--- config.mk ---
export PLATFORM = sky130hd
export DESIGN_NAME = vector_rom
export DESIGN_NICKNAME = d
export VERILOG_FILES = /design/src/rtl/test_vector_pkg.sv /design/src/rtl/vector_rom.sv
export SDC_FILE = /design/constraint.sdc
export NUM_CORES = 1
export LEC_CHECK = 0
export CORE_MARGIN = 5
export CORE_UTILIZATION = 29
export DETAILED_ROUTE_END_ITERATION = 12
export PLACE_DENSITY_LB_ADDON = 0.2
export SYNTH_ARGS = -nofsm -noshare
export SYNTH_HDL_FRONTEND = slang
export SYNTH_SLANG_ARGS = --single-unit
--- constraint.sdc ---
create_clock -name vclk -period 1.6
set_clock_uncertainty 0.05 [all_clocks]
set_input_delay 0.32 -clock vclk [all_inputs]
set_output_delay 0.32 -clock vclk [all_outputs]
set_load 0.02 [all_outputs]
--- src/rtl/test_vector_pkg.sv ---
// rtl/test_vector_pkg.sv - shared types, FSM states and the constant vector table
package test_vector_pkg;

    // Native width of the stored table; the top resizes to DATA_WIDTH.
    localparam int VEC_DW    = 8;
    localparam int VEC_DEPTH = 8;
    localparam int VEC_IDX_W = 3;

    typedef struct packed {
        logic [VEC_DW-1:0]   inp;
        logic [VEC_DW-1:0]   par;
        logic [2*VEC_DW-1:0] prop;
        logic [2*VEC_DW-1:0] expected;
    } vec_t;

    typedef enum logic [1:0] {
        ST_IDLE  = 2'd0,
        ST_ISSUE = 2'd1,
        ST_WAIT  = 2'd2
    } seq_state_t;

    // expected = inp * par + prop, truncated to 16 bits. Entry 7 is leftmost.
    localparam vec_t [VEC_DEPTH-1:0] VEC_TABLE = {
        vec_t'{8'hAA, 8'h55, 16'h5555, 16'h8DC7},
        vec_t'{8'h0F, 8'hF0, 16'h0000, 16'h0E10},
        vec_t'{8'h80, 8'h02, 16'h1234, 16'h1334},
        vec_t'{8'h10, 8'h10, 16'h0100, 16'h0200},
        vec_t'{8'h01, 8'h01, 16'h0001, 16'h0002},
        vec_t'{8'hFF, 8'hFF, 16'hFFFF, 16'hFE00},
        vec_t'{8'h00, 8'h00, 16'h0000, 16'h0000},
        vec_t'{8'hF1, 8'hC8, 16'h001B, 16'hBC63}
    };

endpackage

--- src/rtl/vector_rom.sv ---
// rtl/vector_rom.sv - combinational lookup of the constant test vector table
// Ports: idx (table index in), vec (vec_t entry out).
// Indices beyond the stored depth alias onto the table modulo VEC_DEPTH.
module vector_rom
    import test_vector_pkg::*;
#(
    parameter int IDX_W = 3
) (
    input  logic [IDX_W-1:0] idx,
    output vec_t             vec
);

    logic [VEC_IDX_W-1:0] sel;

    if (IDX_W >= VEC_IDX_W) begin : g_slice
        assign sel = idx[VEC_IDX_W-1:0];
    end else begin : g_extend
        assign sel = VEC_IDX_W'(idx);
    end

    assign vec = VEC_TABLE[sel];

endmodule

==> metrics.txt <==
status=finished, final reports clean; Synth area leader=buf_4; First-pass DRT Iterations=4; drt initial violations=5; DR top layer=met3; Crit Path Class=in2out; Ant. Diodes=0; clk_buf instances=0; Leakage=0.000479 uW; met3 WL=167 um; pin count of the biggest net entering global routing=8; synthesized net count=77; Setup crit end=vec[40]; synth top area cells=buf_4 38%, ha_1 14%, nor2_1 6.6%, inv_1 5.8%, nand2_1 5.8%; Die H=49.5 um; CP startpoint kind=input pin; peak supply drop=0.000190 V; number of remaining DRC errors=0; fin nets=117; YS warnings=0; Register Area=0 um2; top-count cell post-synth=buf_4; FP Rows=14; gr usage total=0.123; final hold vios=0; unrepaired setup endpoints after global routing=false; crit path from=idx[1]; layout cell share with drive strength beyond 1=0.813; syn avg cell area=6.56 um2; num ports=51; Post-Syn Instances=69; post-DR wirelength/cell=13.2 um; DP Wirelength=1.27 mm; global-route wire length before repair=2.57 mm; gr ovfl total=0; final setup vio count=0; Post-Route Setup TNS=0 ns; Worst Path Max Fanout=6; Max Freq=0.652 GHz; Slew Limit Fails=0; Crit. End Element=output pin; FFs & Latches=0; initial antenna violation count=0; Cell variety after synth=15; Yosys top cell area share=0.381; via count=540; final wirelength=1.62 mm; most common library cells after synthesis=23 x buf_4, 8 x nor2_1, 7 x inv_1, 7 x nand2_1, 5 x ha_1; Hold WC Path Type=in2out; Mapped Area=453 um2; register area share after synthesis=0; DP Area=897 um2; GPL Wtd Cong=0.740; initial core utilization=0.304; CP required=1.23 ns; Period Utilization, post-route=0.959; MaxCap Viol Count=0; met1 wire length=555 um; Hold-fix buffers, CTS=0; pwr dens=437 nW/um2; post-route cell area=802 um2; routed vias/inst=4.39; DR WL met2=901 um; vias in the first global route=521; die area=2450 um2; PortBufs=50; CP Data Arrival Time=1.16 ns; ANT nets after route=0; final worst path period need=1.53 ns; Core ar.=1490 um2; area grow syn2layout=77.1%; DIE WIDTH=49.5 um
how the worst min path moves through the flow:
stage	start	end	slack, ns	cells past startpoint
global route	idx[1]	vec[9]	1.08	4
floorplan	idx[1]	vec[9]	0.72	1
detailed placement	idx[1]	vec[9]	1.80	4
CTS	idx[1]	vec[9]	1.04	4
finish	idx[1]	vec[9]	1.04	4
global placement	idx[1]	vec[9]	1.80	4
layer usage:
metal / vias to the layer above / track usage
met5: - / 0
met4: 0 / 0.00437
met3: 0 / 0.0301
met2: 26 / 0.252
met1: 244 / 0.128
li1: 270 / -
what timing repair did:
action                                  in CTS  in global routing
setup buffers                                2                  1
pin swaps                                    5                  1
resized for setup                          225                  4
endpoints found under the setup margin      47                 34
endpoints found under the hold margin        0                  0
layout make-up:
type                            count  area, um2
Inverter                            7       26.3
Fill cell                         155        687
Multi-Input combinational cell     38        340
Tap cell                           16       20.0
Timing Repair Buffer               62        415
placed cells by master (no fill, tap or decap), types with 2 or more instances in the layout:
cell	Yosys	final
ha_4	0	3
mux2i_2	0	2
nand2b_1	3	2
inv_2	0	5
ha_2	0	2
clkdlybuf4s15_2	0	2
nor2_2	0	3
nand2_1	7	4
inv_1	7	2
dlygate4sd2_1	0	2
nand2_2	0	3
buf_6	1	6
nor2_1	8	4
o21ai_2	0	2
a21oi_1	4	4
buf_4	23	19
buf_2	0	32
through the flow:
step                hold slack, ns   util  worst slack, ns  power (uW)  cells
global route                  1.08  0.539          0.00848         375    123
floorplan                    0.719      -          -0.0213         241     69
detailed placement            1.80  0.603           -0.830         389    120
CTS                           1.04  0.532          0.00984         349    122
finish                        1.04  0.539           0.0655         351    123
global placement              1.80  0.603           -0.803         385    120
worst max-delay path, stage by stage:
cell and delay (ns):
buf_2 0.12, inv_2 0.06, buf_6 0.13, ha_2 0.19, mux2i_2 0.18, buf_4 0.17
power by group:
part | switching, uW | internal [uW] | leakage [uW] | total (uW)
clock network | 0 | 0 | 0 | 0
registers | 0 | 0 | 0 | 0
logic | 213 | 138 | 0.000479 | 351
logic make-up (layout without fill, tap and decap cells):
family                     after synthesis  in the layout  synth area share
buffers and inverters                   31             69             0.464
and+or+nand+nor                         22             22             0.249
AOI/OAI and AO/OA                        8              8            0.0967
adders and majority gates                5              5             0.138
muxes                                    2              2            0.0442
other                                    1              1           0.00828
(Power assumes the default switching activity.)
